<file path="src/rtl/cache_pkg.sv">
`timescale 1ns/1ps
`default_nettype none
// ============================================================================
// Module   : cache_pkg
// Brief    : Shared types and address-field helpers for the 4-set,
//            4-word-per-line direct-mapped data cache and its refill logic.
// Revision : 1.0 - initial release
// ============================================================================
package cache_pkg;

  typedef enum logic [1:0] {
    IDLE  = 2'd0,
    FETCH = 2'd1,
    FILL  = 2'd2
  } refill_state_t;

  localparam int LINE_WORDS = 4;
  localparam int OFFSET_W   = 2;
  localparam int SET_W      = 2;
  localparam int TAG_W      = 26;

  // Word offset within a line: bits [3:2]
  function automatic logic [OFFSET_W-1:0] addr_offset(input logic [31:0] a);
    return a[3:2];
  endfunction

  // Set index: bits [5:4]
  function automatic logic [SET_W-1:0] addr_set(input logic [31:0] a);
    return a[5:4];
  endfunction

  // Tag: bits [31:6]
  function automatic logic [TAG_W-1:0] addr_tag(input logic [31:0] a);
    return a[31:6];
  endfunction

endpackage
`default_nettype wire

</file>
<file path="src/rtl/cache_refill_ctrl_if.sv">
`timescale 1ns/1ps
`default_nettype none
// ============================================================================
// Module   : cache_refill_ctrl_if
// Brief    : Pipeline, cache-line and data-memory signals of the refill
//            controller. "master" is the controller side, "slave" is the
//            pipeline/cache/memory side.
// Revision : 1.0 - initial release
// ============================================================================
interface cache_refill_ctrl_if #(
  parameter int DATA_WIDTH = 32,
  parameter int ADDR_WIDTH = 32
);
  logic                  req_valid;
  logic [ADDR_WIDTH-1:0] req_addr;
  logic                  cache_hit;
  logic                  stall;
  logic [ADDR_WIDTH-1:0] cache_addr;
  logic                  line_we;
  logic [DATA_WIDTH-1:0] line_d0;
  logic [DATA_WIDTH-1:0] line_d1;
  logic [DATA_WIDTH-1:0] line_d2;
  logic [DATA_WIDTH-1:0] line_d3;
  logic                  mem_req;
  logic [ADDR_WIDTH-1:0] mem_addr;
  logic                  mem_ack;
  logic [DATA_WIDTH-1:0] mem_rdata;
  logic [31:0]           miss_count;

  modport master (
    input  req_valid, req_addr, cache_hit, mem_ack, mem_rdata,
    output stall, cache_addr, line_we, line_d0, line_d1, line_d2, line_d3,
           mem_req, mem_addr, miss_count
  );

  modport slave (
    output req_valid, req_addr, cache_hit, mem_ack, mem_rdata,
    input  stall, cache_addr, line_we, line_d0, line_d1, line_d2, line_d3,
           mem_req, mem_addr, miss_count
  );
endinterface
`default_nettype wire

</file>
<file path="src/rtl/cache_refill_ctrl.sv">
`timescale 1ns/1ps
`default_nettype none
// ============================================================================
// Module   : cache_refill_ctrl
// Brief    : Load-miss handler. Stalls the pipeline on a miss, fetches the
//            four words of the line in order 0..3 over a req/ack handshake,
//            writes the whole line into the cache in one FILL cycle, then
//            lets the replayed access hit.
// Revision : 1.0 - initial release
// ============================================================================
module cache_refill_ctrl
  import cache_pkg::*;
#(
  parameter int DATA_WIDTH = 32,
  parameter int ADDR_WIDTH = 32
) (
  input  wire logic            clk,
  input  wire logic            rst_n,
  cache_refill_ctrl_if.master  bus
);

  refill_state_t         state_q, state_d;
  logic [OFFSET_W-1:0]   word_idx_q, word_idx_d;
  logic [ADDR_WIDTH-1:0] miss_addr_q, miss_addr_d;
  logic [DATA_WIDTH-1:0] line_buf_q [LINE_WORDS];
  logic [DATA_WIDTH-1:0] line_buf_d [LINE_WORDS];
  logic [31:0]           miss_count_q, miss_count_d;

  localparam logic [OFFSET_W-1:0] LAST_WORD = OFFSET_W'(LINE_WORDS - 1);

  // State register and datapath flops; reset discards any partial line
  always_ff @(posedge clk) begin
    if (!rst_n) begin
      state_q      <= IDLE;
      word_idx_q   <= '0;
      miss_addr_q  <= '0;
      miss_count_q <= '0;
      for (int i = 0; i < LINE_WORDS; i++) begin
        line_buf_q[i] <= '0;
      end
    end else begin
      state_q      <= state_d;
      word_idx_q   <= word_idx_d;
      miss_addr_q  <= miss_addr_d;
      miss_count_q <= miss_count_d;
      line_buf_q   <= line_buf_d;
    end
  end

  // Next-state and output decode; memory address is zero outside FETCH
  always_comb begin
    state_d        = state_q;
    word_idx_d     = word_idx_q;
    miss_addr_d    = miss_addr_q;
    miss_count_d   = miss_count_q;
    line_buf_d     = line_buf_q;
    bus.mem_req    = 1'b0;
    bus.mem_addr   = '0;
    bus.line_we    = 1'b0;
    bus.cache_addr = miss_addr_q;

    unique case (state_q)
      IDLE: begin
        bus.cache_addr = bus.req_addr;
        if (bus.req_valid && !bus.cache_hit) begin
          miss_addr_d = bus.req_addr;
          word_idx_d  = '0;
          state_d     = FETCH;
        end
      end
      FETCH: begin
        bus.mem_req  = 1'b1;
        bus.mem_addr = {miss_addr_q[ADDR_WIDTH-1:4], word_idx_q, 2'b00};
        if (bus.mem_ack) begin
          line_buf_d[word_idx_q] = bus.mem_rdata;
          word_idx_d             = word_idx_q + 1'b1;
          if (word_idx_q == LAST_WORD) begin
            state_d = FILL;
          end
        end
      end
      FILL: begin
        bus.line_we = 1'b1;
        state_d     = IDLE;
        if (miss_count_q != '1) begin
          miss_count_d = miss_count_q + 32'd1;
        end
      end
      default: begin
        state_d = IDLE;
      end
    endcase
  end

  assign bus.stall      = rst_n && ((state_q != IDLE) || (bus.req_valid && !bus.cache_hit));
  assign bus.line_d0    = line_buf_q[0];
  assign bus.line_d1    = line_buf_q[1];
  assign bus.line_d2    = line_buf_q[2];
  assign bus.line_d3    = line_buf_q[3];
  assign bus.miss_count = miss_count_q;

endmodule
`default_nettype wire

</file>
<file path="src/flat_wrapper.sv">
// flat-port wrapper written by rule: the top's interface ports become plain ports
module cache_refill_ctrl_flat import cache_pkg::*;
#(
  parameter int DATA_WIDTH = 32,
  parameter int ADDR_WIDTH = 32
)
  (clk, rst_n, bus_req_valid, bus_req_addr, bus_cache_hit, bus_mem_ack, bus_mem_rdata, bus_stall, bus_cache_addr, bus_line_we, bus_line_d0, bus_line_d1, bus_line_d2, bus_line_d3, bus_mem_req, bus_mem_addr, bus_miss_count);
  cache_refill_ctrl_if #(.DATA_WIDTH(DATA_WIDTH), .ADDR_WIDTH(ADDR_WIDTH)) bus_i ();
  input  wire logic clk;
  input  wire logic rst_n;
  input wire logic [$bits(bus_i.req_valid)-1:0] bus_req_valid;
  input wire logic [$bits(bus_i.req_addr)-1:0] bus_req_addr;
  input wire logic [$bits(bus_i.cache_hit)-1:0] bus_cache_hit;
  input wire logic [$bits(bus_i.mem_ack)-1:0] bus_mem_ack;
  input wire logic [$bits(bus_i.mem_rdata)-1:0] bus_mem_rdata;
  output wire logic [$bits(bus_i.stall)-1:0] bus_stall;
  output wire logic [$bits(bus_i.cache_addr)-1:0] bus_cache_addr;
  output wire logic [$bits(bus_i.line_we)-1:0] bus_line_we;
  output wire logic [$bits(bus_i.line_d0)-1:0] bus_line_d0;
  output wire logic [$bits(bus_i.line_d1)-1:0] bus_line_d1;
  output wire logic [$bits(bus_i.line_d2)-1:0] bus_line_d2;
  output wire logic [$bits(bus_i.line_d3)-1:0] bus_line_d3;
  output wire logic [$bits(bus_i.mem_req)-1:0] bus_mem_req;
  output wire logic [$bits(bus_i.mem_addr)-1:0] bus_mem_addr;
  output wire logic [$bits(bus_i.miss_count)-1:0] bus_miss_count;
  assign bus_i.req_valid = bus_req_valid;
  assign bus_i.req_addr = bus_req_addr;
  assign bus_i.cache_hit = bus_cache_hit;
  assign bus_i.mem_ack = bus_mem_ack;
  assign bus_i.mem_rdata = bus_mem_rdata;
  assign bus_stall = bus_i.stall;
  assign bus_cache_addr = bus_i.cache_addr;
  assign bus_line_we = bus_i.line_we;
  assign bus_line_d0 = bus_i.line_d0;
  assign bus_line_d1 = bus_i.line_d1;
  assign bus_line_d2 = bus_i.line_d2;
  assign bus_line_d3 = bus_i.line_d3;
  assign bus_mem_req = bus_i.mem_req;
  assign bus_mem_addr = bus_i.mem_addr;
  assign bus_miss_count = bus_i.miss_count;
  cache_refill_ctrl #(.DATA_WIDTH(DATA_WIDTH), .ADDR_WIDTH(ADDR_WIDTH)) u_core (.clk(clk), .rst_n(rst_n), .bus(bus_i));
endmodule
</file>
<file path="config.mk">
export PLATFORM = sky130hd
export DESIGN_NAME = cache_refill_ctrl_flat
export DESIGN_NICKNAME = d
export VERILOG_FILES = /design/src/rtl/cache_pkg.sv /design/src/rtl/cache_refill_ctrl_if.sv /design/src/rtl/cache_refill_ctrl.sv /design/src/flat_wrapper.sv
export SDC_FILE = /design/constraint.sdc
export NUM_CORES = 1
export LEC_CHECK = 0
export ABC_AREA = 1
export CORE_AREA = 5 5 171 173
export DETAILED_ROUTE_END_ITERATION = 8
export DIE_AREA = 0 0 176 178
export PLACE_DENSITY_LB_ADDON = 0.12
export SYNTH_ARGS = -nofsm -noshare
export SYNTH_HDL_FRONTEND = slang
export SYNTH_SLANG_ARGS = --single-unit
</file>
<file path="constraint.sdc">
create_clock -name clk -period 1.5 [get_ports clk]
set_input_delay 0.225 -clock clk [delete_from_list [all_inputs] [get_ports clk]]
set_output_delay 0.225 -clock clk [all_outputs]
set_load 0.05 [all_outputs]
</file>
**Word-level counts from Yosys, hierarchy flattened**

Index checks and enable logic that the tools add are counted.

- Register bits after elaboration: 196
- Bits in latches: 0
- Bits in writable memories: 0
- Bits in read-only memories: 0
- Input bits: 69
- Logic and storage cells: 47
- Memories kept: 0

- Add/subtract/negate cells: 2
- $mul: 0
- Div/mod/pow operators: 0
- Magnitude comparators: 2
- Eq/ne operators: 7
- Shifts and indexed selects: 0
- Mux-type cells: 14
- Bitwise operators: 1
- Reduce and logical (&&, ||, !) cells: 13

Operators by type and width:

| cell | count |
|---|---|
| $bwmux 128 | 1 |
| $mux 32 | 3 |
| $demux 32 s2 | 1 |
| $add 32x1->32 const B | 1 |
| $ne 32x32->1 const B | 1 |
| $mux 2 | 5 |
| $pmux 2 s2 | 2 |
| $reduce_and 2->1 | 3 |
| $reduce_and 3->1 | 2 |
| $eq 2x2->1 const B | 2 |
| $ne 2x1->1 const B | 2 |
| $reduce_bool 2->1 | 2 |
| $ge 3x3->1 const B | 1 |
| $logic_and 1x1->1 | 3 |
| $lt 3x1->1 const B | 1 |
| $not 2->3 | 1 |
| $add 2x1->2 const B | 1 |
| $eq 2x1->1 const B | 1 |
| $logic_not 2->1 | 1 |
| $mux 1 | 2 |
| $ne 2x2->1 const B | 1 |
| $logic_not 1->1 | 1 |
| $logic_or 1x1->1 | 1 |

**Logic depth before layout (Yosys ltp)**

- Word-level depth: 6
- Gate-level depth with buffers: 11
- Mapped depth without buffers: 10

**Worst setup path before layout**

No wires, ideal clock.

- Path kind: flip-flop to output port
- Start: register u_core.state_q[0]
- End: output port bus_cache_addr[0]
- Data arrival time: 1.831 ns
- Required time: 1.275 ns
- Slack: -0.556 ns
- Cell stages (with the launch flop): 6
- Path buffers: 1
- Cells stage by stage: dfxtp_1 -> inv_2 -> nand2_1 -> inv_2 -> clkbuf_1 -> o21ai_0

- Word-level cells in the longest chain between the ends: 2

RTL lines:

| what | RTL line | source |
|---|---|---|
| start: declaration | cache_refill_ctrl.sv:22 | `refill_state_t state_q, state_d;` |
| start signal: assignment | cache_refill_ctrl.sv:42 | `state_q <= state_d;` |
| $logic_not 2->1 | cache_refill_ctrl.sv:62 | `unique case (state_q)` |
| $mux 32 | cache_refill_ctrl.sv:62 |  |
| end: declaration | flat_wrapper.sv:17 | `output wire logic [$bits(bus_i.cache_addr)-1:0] bus_cache_addr;` |

Every way passes these cells.

**Worst setup path in the final report**

- Start: register u_core.state_q[0]
- End: output port bus_cache_addr[21]

Same word-level chain as after synthesis.

==> impl_metrics.prom <==
# TYPE chip_impl_metric gauge
chip_impl_metric{name="multiInputGateArea",unit="mm2"} 0.00510
chip_impl_metric{name="synth_compound_area_frac",unit=""} 0.149
chip_impl_metric{name="timing.final.crit_period",unit="ns"} 1.77
chip_impl_metric{name="finalHoldViolCount",unit=""} 0
chip_impl_metric{name="grt_use_total",unit=""} 0.199
chip_impl_metric{name="number_of_h_tree_branching_levels",unit=""} 4
chip_impl_metric{name="ys_seq_elements",unit=""} 196
chip_impl_metric{name="drv_cap",unit=""} 0
chip_impl_metric{name="drt-wirelength-per-cell",unit="um"} 18.1
chip_impl_metric{name="ctsLongestPathBuffers",unit=""} 2
chip_impl_metric{name="synthesis.yosys.warnings",unit=""} 0
chip_impl_metric{name="fill_cells",unit=""} 2453
chip_impl_metric{name="cts_buffer_count",unit=""} 17
chip_impl_info{name="synth_top_family_by_area",value="simple AND/OR/NAND/NOR gates"} 1
chip_impl_metric{name="route.detailed.drc",unit=""} 0
chip_impl_info{name="synth_top_flop_cell",value="sky130_fd_sc_hd__dfxtp_1"} 1
chip_impl_metric{name="ant_nets",unit=""} 0
chip_impl_info{name="worstPathCellList",value="inv_2, nand2_4, inv_8, buf_12, nand2_1, o21ai_4, buf_12"} 1
chip_impl_metric{name="global_placement_routability_congestion",unit=""} 0.846
chip_impl_metric{name="avgViaCountPerCell",unit=""} 4.91
chip_impl_metric{name="cp.required",unit="ns"} 1.27
chip_impl_info{name="yosys.cell_count.top_type",value="sky130_fd_sc_hd__nand2_1"} 1
chip_impl_metric{name="crit_arrival",unit="ns"} 1.54
chip_impl_info{name="violations",value="setup timing"} 1
chip_impl_info{name="grt_setup_unrepaired",value="true"} 1
chip_impl_info{name="clk_root_buffer_cell",value="sky130_fd_sc_hd__clkbuf_16"} 1
chip_impl_metric{name="syn_to_final_growth",unit="%"} 87.4
chip_impl_metric{name="cts.reportedPaths.clkPinSlew",unit="ns"} 0.08
chip_impl_info{name="critPathLaunchType",value="register"} 1
chip_impl_metric{name="power_density",unit="mW/mm2"} 806
chip_impl_metric{name="total_via_count_in_the_routed_design",unit=""} 9388
chip_impl_metric{name="post_synth_fa_ha_maj_area_fraction",unit=""} 0.00749
chip_impl_metric{name="layout_setup_ws",unit="ns"} -0.266
chip_impl_metric{name="cp.buffers_inverters",unit=""} 4
chip_impl_metric{name="leakagePower",unit="uW"} 0.00608
chip_impl_info{name="cts_tree",value="built"} 1
chip_impl_metric{name="synth_top_area_frac",unit=""} 0.470
chip_impl_metric{name="synth.avg_cell_area",unit="um2"} 7.08
chip_impl_metric{name="dr.first_iter.drc_count",unit=""} 488
chip_impl_metric{name="antenna_found_initial",unit=""} 0
chip_impl_metric{name="worst_r2r_path_depth",unit=""} 12
chip_impl_metric{name="synth_enable_flop_cells",unit=""} 0
chip_impl_metric{name="ir_worst_vdd",unit="mV"} 0.949
chip_impl_metric{name="io_pins",unit=""} 296
chip_impl_metric{name="synth.distinct_cells",unit=""} 29
chip_impl_metric{name="synth_sequential_area_ratio",unit=""} 0.470
chip_impl_info{name="synth_top_cell_by_area",value="sky130_fd_sc_hd__dfxtp_1"} 1
chip_impl_metric{name="maxClockFrequency",unit="GHz"} 0.566
chip_impl_info{name="hold_path.class",value="in -> reg"} 1
chip_impl_metric{name="async_flop_share",unit=""} 0
chip_impl_metric{name="place.detailed.hpwl",unit="um"} 21800
chip_impl_metric{name="drtPass1Iterations",unit=""} 4
chip_impl_metric{name="layout_worst_path_cycle_share",unit=""} 1.18
chip_impl_metric{name="ff2ff_setup_slack",unit="ns"} -0.22
chip_impl_metric{name="route.final.wire_length",unit="um"} 34700
chip_impl_metric{name="layout-drive-gt1-share",unit=""} 0.428
chip_impl_metric{name="port_buffers",unit=""} 293
chip_impl_metric{name="share_of_synthesized_area_spent_on_multiplexers",unit=""} 0
chip_impl_metric{name="syn_area",unit="mm2"} 0.00835
chip_impl_metric{name="seqCellArea",unit="mm2"} 0.00397
chip_impl_metric{name="detailedPlace.worstSlack",unit="ns"} -0.240
chip_impl_info{name="slowest_stage_cell_cp",value="sky130_fd_sc_hd__dfxtp_2"} 1
chip_impl_metric{name="timing.hold.worst_path_depth",unit=""} 3
chip_impl_metric{name="core_region_area",unit="mm2"} 0.0275
chip_impl_metric{name="crit_path_max_incr_delay",unit="ns"} 0.34
chip_impl_info{name="setup.worst_path.end_class",value="output port"} 1
chip_impl_metric{name="maximum_number_of_pins_on_one_net_before_global_route_repair",unit=""} 78
chip_impl_metric{name="slew_violations",unit=""} 0
chip_impl_metric{name="floorplan.rows",unit=""} 61
chip_impl_info{name="post_synth_most_frequent_cells",value="sky130_fd_sc_hd__nand2_1 (230), sky130_fd_sc_hd__dfxtp_1 (196), sky130_fd_sc_hd__nor2_1 (172), sky130_fd_sc_hd__a21oi_1 (149), sky130_fd_sc_hd__nand3_1 (132)"} 1
chip_impl_metric{name="finalSetupViolations",unit=""} 172
chip_impl_info{name="worst_path_most_repeated_cell",value="sky130_fd_sc_hd__buf_12"} 1
chip_impl_metric{name="worstPathMaxFanout",unit=""} 15
chip_impl_metric{name="hold-worst-slack",unit="ns"} 0.0949
chip_impl_info{name="worst-setup-path-type",value="reg -> out"} 1
chip_impl_metric{name="start_util",unit=""} 0.304
chip_impl_metric{name="cts_hold_buf",unit=""} 0
chip_impl_metric{name="dieHeight",unit="um"} 178
chip_impl_metric{name="grt_overflow_total",unit=""} 0
chip_impl_metric{name="die_area",unit="mm2"} 0.0313
chip_impl_metric{name="depth_of_the_critical_timing_path_with_buffers_and_inverters_included",unit=""} 7
chip_impl_metric{name="postSynthCellCount",unit=""} 1179
chip_impl_metric{name="insertion_delay",unit="ns"} 0.44
chip_impl_info{name="synth.area.top_cells",value="sky130_fd_sc_hd__dfxtp_1 (47%), sky130_fd_sc_hd__nand2_1 (10%), sky130_fd_sc_hd__a21oi_1 (8.9%)"} 1
chip_impl_metric{name="grt_pass1_wl",unit="um"} 49800
chip_impl_metric{name="simple_gate_share_of_the_synthesized_area",unit=""} 0.294
chip_impl_metric{name="antenna_cells_inserted",unit=""} 0
chip_impl_metric{name="post_synth_xor_area_fraction",unit=""} 0.00315
chip_impl_metric{name="vias_in_the_first_global_route",unit=""} 8907
chip_impl_metric{name="clock_skew",unit="ns"} 0.0220
chip_impl_info{name="cpLargestDelayFamily",value="buffers and inverters"} 1
chip_impl_info{name="status",value="finished, violations left"} 1
chip_impl_metric{name="die_w",unit="um"} 176
chip_impl_metric{name="num-nets-final",unit=""} 1628
chip_impl_metric{name="clock_sink_count",unit=""} 196
## path summary, 6_finish.rpt
kind,from,endpoint
max,u_core.state_q[0]$_SDFFE_PN0P_,bus_cache_addr[21]
min,rst_n,u_core.bus.miss_count[25]$_SDFFE_PN0P_
max reg2reg,u_core.bus.miss_count[0]$_SDFFE_PN0P_,u_core.bus.miss_count[29]$_SDFFE_PN0P_
min reg2reg,u_core.bus.line_d1[10]$_SDFFE_PN0P_,u_core.bus.line_d1[10]$_SDFFE_PN0P_
## placed cells by master (no fill, tap or decap), types with 7 or more instances in the layout
master                            count
sky130_fd_sc_hd__o21ai_2             10
sky130_fd_sc_hd__nand3_4              7
sky130_fd_sc_hd__buf_6               27
sky130_fd_sc_hd__o21ai_1             27
sky130_fd_sc_hd__nand2_1            188
sky130_fd_sc_hd__dfxtp_1            162
sky130_fd_sc_hd__o21ai_0             32
sky130_fd_sc_hd__nand2_2             40
sky130_fd_sc_hd__a21oi_1            117
sky130_fd_sc_hd__nand3_1            104
sky130_fd_sc_hd__dfxtp_2             31
sky130_fd_sc_hd__clkdlybuf4s50_1     67
sky130_fd_sc_hd__nor2_2              22
sky130_fd_sc_hd__inv_1               61
sky130_fd_sc_hd__nand3_2             22
sky130_fd_sc_hd__nor2_4              41
sky130_fd_sc_hd__nand2_4              9
sky130_fd_sc_hd__buf_12             115
sky130_fd_sc_hd__inv_12               7
sky130_fd_sc_hd__o21ai_4             29
sky130_fd_sc_hd__buf_4              208
sky130_fd_sc_hd__nor2_1             123
sky130_fd_sc_hd__a21oi_2             32
sky130_fd_sc_hd__clkbuf_16           27
## per-layer routing
metal / vias to the layer above / track usage / wire length, um
li1: 4603 / - / -
met1: 4462 / 0.244 / 14600
met2: 287 / 0.344 / 17200
met3: 36 / 0.0572 / 2240
met4: 0 / 0.0504 / 635
met5: - / 0 / 0
## worst min-delay path: stages
cell,delay (ns)
sky130_fd_sc_hd__buf_2,0.16
sky130_fd_sc_hd__nand2_1,0.08
sky130_fd_sc_hd__nor2_1,0.03
## registers in the layout (all words and copies together) (netlist names)
| register | count |
|---|---|
| u_core.bus.line_d0 | 32 |
| u_core.bus.line_d1 | 32 |
| u_core.bus.line_d2 | 32 |
| u_core.bus.line_d3 | 32 |
| u_core.bus.miss_count | 32 |
| u_core.miss_addr_q | 32 |
| u_core.state_q | 2 |
| u_core.word_idx_q | 2 |
## per-stage QoR
step | instances | power (uW) | util | cell area, um2 | setup TNS, ns
after floorplan | 1180 | 6380 | - | 8600 | -7.05
after global placement | 1827 | 7330 | 0.477 | 13100 | -22.77
after detailed placement | 1827 | 7340 | 0.477 | 13100 | -27.53
after CTS | 1881 | 12600 | 0.533 | 14600 | -16.15
after global routing | 1913 | 13100 | 0.569 | 15600 | -36.38
final | 1913 | 12600 | 0.569 | 15600 | -20.05
## timing repair
item                       in CTS  in global routing
setup endpoints to repair      96                184
buffers inserted               15                 18
pin swaps                      14                 61
cloned                          7                 15
resized for setup             176                140
## logic make-up (layout without fill, tap and decap cells)
| kind of cell | count (synthesis) | in the layout |
|---|---|---|
| compound gates | 248 | 248 |
| xor+xnor | 3 | 3 |
| fa+ha+maj | 5 | 5 |
| buf+inv | 154 | 537 |
| flops | 196 | 196 |
| other cells | 1 | 2 |
| simple gates | 572 | 576 |
## report_power, final
part,internal (uW),switching [uW],total (uW),leakage (uW)
clock,2360,2590,4950,0.000308
sequential,5290,37.5,5330,0.00160
combinational,967,1370,2330,0.00416
## cell type report
| type | instances | share of cell area |
|---|---|---|
| Inverter | 71 | 0.0179 |
| Clock inverter | 15 | 0.0134 |
| Multi-Input combinational cell | 834 | 0.326 |
| Timing Repair Buffer | 434 | 0.334 |
| Clock buffer | 17 | 0.0272 |
| Tap cell | 346 | 0.0277 |
| Sequential cell | 196 | 0.254 |
Note: power is estimated with default switching activity, not from simulation.
